`src/rtl/dds_phase_gen_pkg.sv`:
```
// Shared DDS definitions: FSM encoding, LFSR geometry, taps and default seed.
package dds_phase_gen_pkg;

    typedef enum logic [1:0] {
        ST_IDLE = 2'd0,
        ST_RUN  = 2'd1,
        ST_HOLD = 2'd2
    } dds_state_e;

    // 22-bit Fibonacci LFSR, polynomial x^22 + x^21 + 1
    localparam int              LFSR_W        = 22;
    localparam int              LFSR_TAP_HI   = 21;
    localparam int              LFSR_TAP_LO   = 20;
    localparam logic [LFSR_W-1:0] LFSR_SEED_DEF = 22'h000001;

    // One LFSR shift; an all-zero state would lock up, so it reloads the seed instead.
    function automatic logic [LFSR_W-1:0] lfsr_next(input logic [LFSR_W-1:0] s,
                                                    input logic [LFSR_W-1:0] seed);
        if (s == '0)
            return seed;
        return {s[LFSR_W-2:0], s[LFSR_TAP_HI] ^ s[LFSR_TAP_LO]};
    endfunction

endpackage

```
`src/rtl/dds_phase_gen_lfsr_gen.sv`:
```
// LFSR data source with programmable bit-rate divider.
// Advances only while step_en is high; otherwise divider and LFSR are frozen.
module lfsr_gen
    import dds_phase_gen_pkg::*;
#(
    parameter int                DIV_W     = 16,
    parameter logic [LFSR_W-1:0] LFSR_SEED = LFSR_SEED_DEF
) (
    input  logic             clk,
    input  logic             rst_n,
    input  logic             step_en,
    input  logic [DIV_W-1:0] lfsr_div,
    output logic             lfsr0,
    output logic             lfsr_tick
);

    logic [DIV_W-1:0]  r_cnt;
    logic [LFSR_W-1:0] r_lfsr;
    logic              r_tick;
    logic              w_term;

    // ">=" rather than "==" so a divider lowered below the current count wraps at once
    assign w_term = (r_cnt >= lfsr_div);

    // Divider count, LFSR shift on terminal count, and the matching tick pulse
    always_ff @(posedge clk or negedge rst_n) begin
        if (!rst_n) begin
            r_cnt  <= '0;
            r_lfsr <= LFSR_SEED;
            r_tick <= 1'b0;
        end else begin
            r_tick <= step_en && w_term;
            if (step_en) begin
                if (w_term) begin
                    r_cnt  <= '0;
                    r_lfsr <= lfsr_next(r_lfsr, LFSR_SEED);
                end else begin
                    r_cnt  <= r_cnt + 1'b1;
                end
            end
        end
    end

    assign lfsr0     = r_lfsr[0];
    assign lfsr_tick = r_tick;

endmodule

```
`src/rtl/dds_phase_gen.sv`:
```
// DDS phase generator: FSK-selectable phase accumulator with saw/square/LUT-address
// outputs and an LFSR data source for the modulation stage.
module dds_phase_gen
    import dds_phase_gen_pkg::*;
#(
    parameter int                PHASE_W   = 32,
    parameter int                OUT_W     = 12,
    parameter int                DIV_W     = 16,
    parameter logic [LFSR_W-1:0] LFSR_SEED = LFSR_SEED_DEF
) (
    input  logic               clk,
    input  logic               rst_n,
    input  logic               en,
    input  logic               hold,
    input  logic [PHASE_W-1:0] tuning_word,
    input  logic [PHASE_W-1:0] fsk_word_hi,
    input  logic [PHASE_W-1:0] fsk_word_lo,
    input  logic               fsk,
    input  logic               slow_flag,
    input  logic [DIV_W-1:0]   lfsr_div,
    output logic [OUT_W-1:0]   phase_addr,
    output logic [OUT_W-1:0]   saw,
    output logic [OUT_W-1:0]   squ,
    output logic               lfsr0,
    output logic               lfsr_tick
);

    localparam int MSB = PHASE_W - 1;

    dds_phase_gen_pkg::dds_state_e r_state, w_state_nxt;

    logic [1:0]         r_sel;      // {fsk, slow_flag} sampled one cycle ahead of use
    logic [PHASE_W-1:0] r_acc;
    logic [PHASE_W-1:0] w_inc;
    logic               w_step;
    logic [OUT_W-1:0]   r_addr;
    logic [OUT_W-1:0]   r_squ;

    // State register
    always_ff @(posedge clk or negedge rst_n) begin
        if (!rst_n) r_state <= ST_IDLE;
        else        r_state <= w_state_nxt;
    end

    // Next state: en=0 wins over everything, hold toggles RUN/HOLD
    always_comb begin
        w_state_nxt = r_state;
        case (r_state)
            ST_IDLE: w_state_nxt = ST_RUN;
            ST_RUN:  if (hold)  w_state_nxt = ST_HOLD;
            ST_HOLD: if (!hold) w_state_nxt = ST_RUN;
            default: w_state_nxt = ST_IDLE;
        endcase
        if (!en) w_state_nxt = ST_IDLE;
    end

    // Stepping happens in RUN unless this very cycle drops en
    assign w_step = (r_state == ST_RUN) && en;

    // Increment mux driven by the registered select
    always_comb begin
        w_inc = tuning_word;
        if (r_sel[1]) w_inc = r_sel[0] ? fsk_word_lo : fsk_word_hi;
    end

    // Tone select pipeline stage
    always_ff @(posedge clk or negedge rst_n) begin
        if (!rst_n) r_sel <= 2'b00;
        else        r_sel <= {fsk, slow_flag};
    end

    // Phase accumulator: cleared on leaving to IDLE, wraps mod 2^PHASE_W, never reset by tone changes
    always_ff @(posedge clk or negedge rst_n) begin
        if (!rst_n)      r_acc <= '0;
        else if (!en)    r_acc <= '0;
        else if (w_step) r_acc <= r_acc + w_inc;
    end

    // Registered waveform outputs, one cycle behind the accumulator
    always_ff @(posedge clk or negedge rst_n) begin
        if (!rst_n) begin
            r_addr <= '0;
            r_squ  <= '1;
        end else begin
            r_addr <= r_acc[MSB -: OUT_W];
            r_squ  <= {OUT_W{~r_acc[MSB]}};
        end
    end

    assign phase_addr = r_addr;
    assign saw        = r_addr;
    assign squ        = r_squ;

    lfsr_gen #(
        .DIV_W     (DIV_W),
        .LFSR_SEED (LFSR_SEED)
    ) u_lfsr (
        .clk       (clk),
        .rst_n     (rst_n),
        .step_en   (w_step),
        .lfsr_div  (lfsr_div),
        .lfsr0     (lfsr0),
        .lfsr_tick (lfsr_tick)
    );

endmodule

```
`config.mk`:
```
export PLATFORM = sky130hd
export DESIGN_NAME = dds_phase_gen
export DESIGN_NICKNAME = d
export VERILOG_FILES = /design/src/rtl/dds_phase_gen_pkg.sv /design/src/rtl/dds_phase_gen_lfsr_gen.sv /design/src/rtl/dds_phase_gen.sv
export SDC_FILE = /design/constraint.sdc
export NUM_CORES = 1
export LEC_CHECK = 0
export CAP_MARGIN = 20
export CORE_ASPECT_RATIO = 1.2
export CORE_MARGIN = 2
export CORE_UTILIZATION = 55
export DETAILED_ROUTE_END_ITERATION = 12
export GPL_ROUTABILITY_DRIVEN = 0
export PLACE_DENSITY_LB_ADDON = 0.12
export SLEW_MARGIN = 40
export SYNTH_ARGS = -nofsm -noshare
export SYNTH_HDL_FRONTEND = slang
export SYNTH_SLANG_ARGS = --single-unit
```
`constraint.sdc`:
```
create_clock -name clk -period 7.8 [get_ports clk]
set_clock_uncertainty 0.05 [all_clocks]
set_input_delay 1.95 -clock clk [delete_from_list [all_inputs] [get_ports clk]]
set_output_delay 1.95 -clock clk [all_outputs]
set_load 0.02 [all_outputs]
```
* Word-level counts from Yosys, hierarchy flattened *
Cells that the tools add are included.

operators by class
  mux-type cells = 14
  reductions and logical operators = 6
  $add $sub $neg = 2
  equality and inequality tests = 5
  order comparisons = 1
  bitwise operators = 2

operators by type and width
  kind                                                                    number
  32-bit two-way mux                                                      4
  22-bit two-way mux                                                      2
  32-bit adder                                                            1
  22-bit logical NOT                                                      1
  16-bit by 1-bit adder with 16-bit output (second input constant)        1
  16-bit >= comparator                                                    1
  16-bit two-way mux                                                      1
  2-bit two-way mux                                                       3
  3-bit != test (second input constant)                                   2
  2-bit one-hot mux with 3 select lines                                   1
  2-bit AND reduction                                                     2
  1-bit two-way mux                                                       3
  2-bit by 1-bit equality test with 1-bit output (second input constant)  1
  2-bit equality test (second input constant)                             1
  1-bit logical AND                                                       2
  2-bit logical NOT                                                       1
  2-bit by 1-bit != test with 1-bit output (second input constant)        1
  1-bit NOT                                                               1
  1-bit bitwise XOR                                                       1

storage, ports and cells
  input bits = 118
  logic and storage cells = 38
  flip-flop bits (word level) = 88
  output and inout port bits = 38

* Longest topological paths before layout *
Gate-level depths: netlist (run 1).

  word-level depth = 5
  gate-level depth with buffers = 15
  depth with buffers taken out = 13

* Modules after synthesis *
From an unflattened synthesis (run 1), not the netlist that was laid out.

second synthesis, totals
  cells, all modules = 706
  area, all modules = 6,533.8 um^2

by module, submodules not included
  module         instances  seq. area each (um^2)  cells an instance  area each (um^2)
  dds_phase_gen  1          1,227.4                503                4,256.6
  lfsr_gen       1          977.2                  203                2,277.2

* Worst setup path after synthesis (run 1) *
OpenSTA, ideal clock, no wires.

  path type = input to register
  start = input fsk_word_lo[0]
  end = register r_acc[16]
  data arrival time = 4.107 ns
  buffers on the path = 0
  path slack = 3.577 ns
  stages = 13
  library setup time = 0.066 ns
  required time = 7.684 ns
  cells stage by stage = mux2i_1 > a21oi_1 > ha_1 > inv_1 > fa_1 > nor2b_1 > o31ai_1 > o211ai_2 > o21ai_2 > a211o_1 > and3_4 > o31ai_1 > and2_1

on the way
  longest elaborated chain between the ends = 5

ends and longest elaborated chain
  what                             RTL line             source
  from (decl)                      dds_phase_gen.sv:17  input logic [PHASE_W-1:0] fsk_word_lo,
  32-bit two-way mux (2 in a row)  dds_phase_gen.sv:63  if (r_sel[1]) w_inc = r_sel[0] ? fsk_word_lo : fsk_word_hi;
  32-bit adder                     dds_phase_gen.sv:76  else if (w_step) r_acc <= r_acc + w_inc;
  32-bit two-way mux               dds_phase_gen.sv:76
  32-bit two-way mux               dds_phase_gen.sv:75  else if (!en) r_acc <= '0;
  to (signal assigned)             dds_phase_gen.sv:76
  to (decl)                        dds_phase_gen.sv:33  logic [PHASE_W-1:0] r_acc;

No other way between the ends. The select of a mux whose other input is x is not followed.
A chain may end at the register's enable or synchronous reset.

* Final worst setup path (run 1) *
Ends and elaborated chain as after synthesis.

==> reports/qor.txt, run 1 <==
status -> complete, no violations
VDD IR-drop max -> 147 uV
Rel. slew slack -> 55.5%
Post-DP HPWL -> 11700 um
synth-to-layout area growth -> 27.6%
Async SR Flop Fraction -> 100%
top cells by area, synth -> dfrtp_1 (34%), ha_1 (9.5%), mux2i_1 (6.2%)
cts hold-fix bufs -> 0
Cells after Synth -> 718
crit path buf inv count -> 2
Post-Syn Nets -> 886
top_reg_cell synth -> dfrtp_1
fmax -> 214 MHz
Placeable Area -> 0.0115 mm^2
flops & latches, synth -> 88
Most common cell on crit path -> o31ai_1
Filler cells -> 912
1st-iter DRT viols -> 196
CP Launch Type -> primary input
CTS tree -> built
drt drc -> 0
vias per cell -> 5.68
R2R Path Start -> r_sel[0]$_DFF_PN0_
CTS max path bufs -> 2
Worst path max stage delay -> 0.46 ns
unrepaired setup endpoints after global routing -> no
share of cells above drive strength 1 -> 7.24%
worst path cell trace -> clkdlybuf4s50_1, mux2i_1, a21oi_1, ha_1, inv_1, fa_1, nor2b_1, o31ai_1, o211ai_2, o21ai_2, a211o_1, and3_4, o31ai_1, and2_1
final wirelength -> 15600 um
die span in x -> 103 um
Cell variety after synth -> 63
# Post-CTS Setup Buffers -> 0
Die ar. -> 0.0126 mm^2
area leader, netlist -> dfrtp_1
Total Routing Usage GR -> 25.9%
WL/cell -> 15.6 um
Final Instance Area -> 0.00820 mm^2
Hold Startpoint -> r_acc[31]$_DFFE_PN0P_
Worst EP required -> 8.03 ns
Post-layout nets -> 1005
row count -> 43
vias -> 5673
number of I/O pins -> 156
Critical Path AT -> 4.90 ns
Leak -> 3.89 nW
vias in the first global route -> 5765
count of final setup violators -> 0
post-synthesis sequential area ratio -> 34.3%
first-pass GRT wire length -> 25900 um
CP Capture Type -> flip-flop
CP delay by family, top -> compound AO/OA/AOI/OAI gates
Initial Util -> 56.1%
antenna violations before repair -> 0
drt pass-1 iters -> 5
P per Cell Area -> 195 mW/mm^2
TritonCTS Sinks -> 88
most instantiated cells after synthesis -> dfrtp_1 (86), nor2_1 (68), a21oi_1 (65)
Hold Path Stages -> 0
largest net degree at the start of global routing -> 65
ANT nets after route -> 0
Slew @ Worst Pin -> 0.667 ns
CTS HTree Levels -> 3
Port Buf Inserts -> 155
Min Hold Slack -> 0.354 ns
Hold Path Sink -> phase_addr[11]$_DFF_PN0_
clk root buf -> clkbuf_16
r2r worst-path depth -> 13
slowest CP cell -> clkdlybuf4s50_1
number of synthesized flops with an enable pin -> 0
Clock Latency Late Sink -> 0.35 ns
mapped cell area -> 0.00642 mm^2
Die Y -> 122 um
Synth top area share -> 33.5%
mean post-synth cell area -> 8.95 um^2
Yosys warnings -> 0
# diodes -> 0
Hold WC Path Type -> reg2reg
reg2reg setup slack -> 4.29 ns
DP Area -> 0.00790 mm^2
kind of critical path -> in2reg
critical path fanouts, max -> 4
Final Max Slew Viols -> 0
total CTS buffers -> 9
Clock Pin Slew Worst Setup and Hold Paths -> 0.08 ns
post-CTS sizing -> 0
Max Cap Viol -> 0
fin crit period -> 4.67 ns
gr ovfl total -> 0
period utilization -> 59.9%
cell with the most instances after synthesis -> dfrtp_1
FF-to-FF End -> r_acc[16]$_DFFE_PN0P_
Hold Fails Final Rpt -> 0
setup TNS -> 0 ns
[layout make-up]
class,instances,area [um^2],share of cell area [%]
Clock buffer,9,225,2.75
Multi-Input combinational cell,543,3770,46.0
Sequential cell,88,2210,27.0
Timing Repair Buffer,161,1590,19.5
Clock inverter,7,67.6,0.824
Inverter,34,128,1.56
Tap cell,157,196,2.40
[stage by stage]
step	util (%)	std cells	worst slack, ns	power, mW
2_1_floorplan	-	718	3.58	0.976
5_1_grt	71.5	999	2.93	1.69
6_report	71.5	999	3.13	1.60
3_5_place_dp	69.0	983	2.81	1.17
3_3_place_gp	68.9	983	2.91	1.14
4_1_cts	71.5	999	3.15	1.60
[cells by family after synthesis]
family                     Yosys count  synth area share (%)
AOI/OAI and AO/OA                  186                  18.8
xor gates and xnor gates            26                  3.55
adders and majority gates           50                  9.86
buffers and inverters               87                  6.95
DFF                                 88                  34.3
muxes                               61                  9.91
and+or+nand+nor                    220                  16.6
[worst reg2reg max path: stages, from the launching register on]
cell and delay (ns):
dfrtp_4 0.79, mux2i_1 0.16, a21oi_1 0.20, ha_1 0.19
inv_1 0.05, fa_1 0.37, nor2b_1 0.25, o31ai_1 0.17
o211ai_2 0.26, o21ai_2 0.09, a211o_1 0.32, and3_4 0.18
o31ai_1 0.20, and2_1 0.15
[worst max-delay path by stage]
stage / from / endpoint / slack [ns] / depth (start not counted)
2_1_floorplan: fsk_word_lo[0] / r_acc[16]$_DFFE_PN0P_ / 3.58 / 13
3_3_place_gp: fsk_word_lo[0] / r_acc[16]$_DFFE_PN0P_ / 2.91 / 14
3_5_place_dp: fsk_word_lo[0] / r_acc[16]$_DFFE_PN0P_ / 2.81 / 14
4_1_cts: fsk_word_lo[0] / r_acc[16]$_DFFE_PN0P_ / 3.15 / 14
5_1_grt: fsk_word_lo[0] / r_acc[26]$_DFFE_PN0P_ / 2.93 / 14
6_report: fsk_word_lo[0] / r_acc[16]$_DFFE_PN0P_ / 3.13 / 14
[per-layer routing]
layer / part of all wire, % / track usage [%] / vias to the layer above
li1: - / - / 2772
met1: 40 / 30.0 / 2718
met2: 52 / 47.3 / 151
met3: 4.6 / 3.87 / 32
met4: 2.7 / 10.0 / 0
met5: 0 / 0 / -
[layout by cell type, fill, tap and decap left out, drive strengths merged, types with 3 or more instances in the layout]
cell type | Yosys | layout
clkdlybuf4s50 | 0 | 154
dfrtp | 86 | 86
nor2 | 68 | 68
a21oi | 67 | 67
nand2 | 58 | 58
ha | 49 | 49
o21ai | 41 | 41
mux2i | 40 | 40
inv | 34 | 40
nand3 | 22 | 22
mux2 | 21 | 21
a21o | 18 | 18
xor2 | 14 | 14
and2 | 13 | 13
xnor2 | 12 | 12
nor3 | 11 | 11
and3 | 11 | 11
nand4 | 10 | 10
clkbuf | 20 | 9
nor2b | 8 | 8
o31ai | 8 | 8
a21boi | 8 | 8
nand2b | 7 | 7
o21a | 7 | 7
buf | 33 | 7
a31oi | 6 | 6
a211oi | 5 | 5
nor4 | 4 | 4
o211a | 4 | 4
o2111ai | 3 | 3
o21bai | 3 | 3
a211o | 3 | 3
o211ai | 3 | 3
[sequential cells by signal, summed over array words and instances, names as in the netlist]
signal and count:
phase_addr 12, r_state 2, u_lfsr.r_cnt 16, r_sel 2, u_lfsr.r_lfsr 22, r_acc 32, squ 1, u_lfsr.lfsr_tick 1
[power by group]
group	internal, mW	switching [mW]
Combinational	0.292	0.313
Sequential	0.506	0.0534
Clock	0.226	0.209
(Power assumes the default switching activity.)
==> inputs of run 2 (changes only) <==
CORE_UTILIZATION = 46   (was 55)
clock period = 3.9 ns   (was 7.8 ns; I/O delays follow)
==> reports/qor.txt, run 2 (synthesized netlist as in run 1, its figures left out) <==
crit path buf inv count -> 2 (unchanged)
Placeable Area -> 0.0137 mm^2 (+20%)
# diodes -> 0 (unchanged)
r2r worst-path depth -> 11 (-2)
Final Max Slew Viols -> 0 (unchanged)
P per Cell Area -> 393 mW/mm^2 (+100%)
commonest non-fill, non-tap cell in the layout -> clkdlybuf4s50_1
CP Launch Type -> primary input
Post-layout nets -> 1017 (+1.2%)
Largest regs -> r_acc (32), u_lfsr.r_lfsr (22), u_lfsr.r_cnt (16)
post-CTS sizing -> 0 (unchanged)
status -> complete, no violations
Hold WC Path Type -> reg2reg
# Post-CTS Setup Buffers -> 0 (unchanged)
first-pass GRT wire length -> 27700 um (+7.2%)
VDD IR-drop max -> 277 uV (+88%)
vias in the first global route -> 5922 (+2.7%)
WL/cell -> 16.2 um (+3.7%)
Total Routing Usage GR -> 22.7% (-3.2 points)
die span in x -> 112 um (+9.0%)
Die ar. -> 0.0149 mm^2 (+19%)
cts hold-fix bufs -> 0 (unchanged)
Most flops, register -> r_acc
synth-to-layout area growth -> 29.5%
total power -> 3.27 mW (+100%)
vias per cell -> 5.54 (-2.5%)
Post-DP HPWL -> 12500 um (+7.3%)
dpl cells -> 1009 (+2.6%)
Worst path max stage delay -> 0.46 ns (about the same)
period utilization -> 91.3%
instance count on the critical path -> 14 (unchanged)
Clock Pin Slew Worst Setup and Hold Paths -> 0.07 ns (about the same)
CP delay by family, top -> compound AO/OA/AOI/OAI gates
reg2reg setup slack -> 0.50 ns (-3.79 ns)
1st-iter DRT viols -> 229 (+17%)
Clock Latency Late Sink -> 0.34 ns (about the same)
CTS tree -> built
Slew @ Worst Pin -> 0.657 ns (-0.0102 ns)
count of final setup violators -> 0 (unchanged)
Critical Path AT -> 3.79 ns (-1.11 ns)
final wirelength -> 16600 um (+6.4%)
pre-CTS setup slack -> -0.0199 ns (-2.83 ns)
drt pass-1 iters -> 5 (unchanged)
slowest CP cell -> clkdlybuf4s50_1
fmax -> 281 MHz
CTS max path bufs -> 2 (unchanged)
Hold Fails Final Rpt -> 0 (unchanged)
Hold Path Stages -> 0 (unchanged)
ANT nets after route -> 0 (unchanged)
fin crit period -> 3.56 ns
R2R Path Start -> r_sel[0]$_DFF_PN0_
Worst EP required -> 4.13 ns (-3.90 ns)
critical path fanouts, max -> 2 (-2)
worst path cell trace -> clkdlybuf4s50_1, mux2i_1, a21oi_1, ha_1, inv_1, fa_1, nor2b_1, o31ai_1, o211ai_2, o21ai_2, a211o_1, and3_4, o31ai_1, and2_1
Port Buf Inserts -> 155 (unchanged)
row count -> 47 (+9.3%)
gr ovfl total -> 0 (unchanged)
unrepaired setup endpoints after global routing -> no
number of I/O pins -> 156 (unchanged)
CTS HTree Levels -> 3 (unchanged)
Rel. slew slack -> 56.2% (+0.68 points)
Die Y -> 133 um (+9.0%)
Leak -> 3.95 nW (+1.6%)
Max Cap Viol -> 0 (unchanged)
post-route insts no fill -> 1025 (+2.6%)
Hold Path Sink -> phase_addr[10]$_DFF_PN0_
vias -> 5674 (+0.018%)
antenna violations before repair -> 0 (unchanged)
Most common cell on crit path -> o31ai_1
drt drc -> 0 (unchanged)
TritonCTS Sinks -> 88 (unchanged)
Initial Util -> 46.9% (-9.2 points)
clk root buf -> clkbuf_16
Hold Startpoint -> r_acc[30]$_DFFE_PN0P_
number of flip-flops in the largest register -> 32 (unchanged)
CP Capture Type -> flip-flop
fin worst setup slack -> 0.339 ns (-2.79 ns)
FF-to-FF End -> r_acc[31]$_DFFE_PN0P_
largest net degree at the start of global routing -> 59 (-9.2%)
most frequent cells in the layout -> clkdlybuf4s50_1 (154), dfrtp_1 (84), nor2_1 (68)
share of cells above drive strength 1 -> 8.55% (+1.3 points)
kind of critical path -> in2reg
total CTS buffers -> 9 (unchanged)
[run 2: changes by cell type in the layout (fill, tap and decap cells not counted), sizes merged]
cell	change
buf	+12
bufinv	+1
clkinvlp	+1
inv	-2
[run 2: routing by layer]
metal | GRT usage [%] | vias to the layer above | part of all wire (%)
met5 | 0 | - | 0
met4 | 9.05 | 0 | 1.9
met3 | 3.32 | 24 | 5.7
met2 | 41.6 | 169 | 52
met1 | 26.5 | 2695 | 41
li1 | - | 2786 | -
[run 2: power breakdown]
group,internal [mW],switching [mW]
clock,0.511,0.404
sequential,1.01,0.101
combinational,0.599,0.640
total,2.12,1.15
[run 2: worst reg2reg max path: cells and delay by family (launching register included)]
kind,cells,cell delay (ns)
compound gates,5,1.11
flops,1,0.79
mux,3,0.61
fa+ha+maj,1,0.38
buf+inv,1,0.32
simple gates,1,0.09
[run 2: layout make-up]
type	instances	area (um^2)
Clock inverter	7	85.1
Clock buffer	9	225
Tap cell	171	214
Inverter	34	128
Fill cell	1220	5380
Multi-Input combinational cell	543	3770
Sequential cell	88	2210
Timing Repair Buffer	173	1690
[run 2: how the worst max path moves through the flow]
stage / startpoint / end / slack (ns)
2_1_floorplan: r_sel[0]$_DFF_PN0_ / r_acc[16]$_DFFE_PN0P_ / 0.58
3_3_place_gp: fsk_word_lo[0] / r_acc[16]$_DFFE_PN0P_ / 0.07
3_5_place_dp: fsk_word_lo[0] / r_acc[26]$_DFFE_PN0P_ / -0.02
4_1_cts: fsk_word_lo[0] / r_acc[16]$_DFFE_PN0P_ / 0.34
5_1_grt: fsk_word_lo[0] / r_acc[26]$_DFFE_PN0P_ / 0.19
6_report: fsk_word_lo[0] / r_acc[16]$_DFFE_PN0P_ / 0.34
[run 2: stage by stage]
step,TNS (ns),util (%),cell area [um^2],hold slack (ns)
after global routing,0,60.7,8320,0.372
after detailed placement,-0.0252,58.4,8010,0.341
final,0,60.7,8320,0.358
after CTS,0,60.7,8320,0.359
after floorplan,0,-,6420,0.324
after global placement,0,58.4,8010,0.343
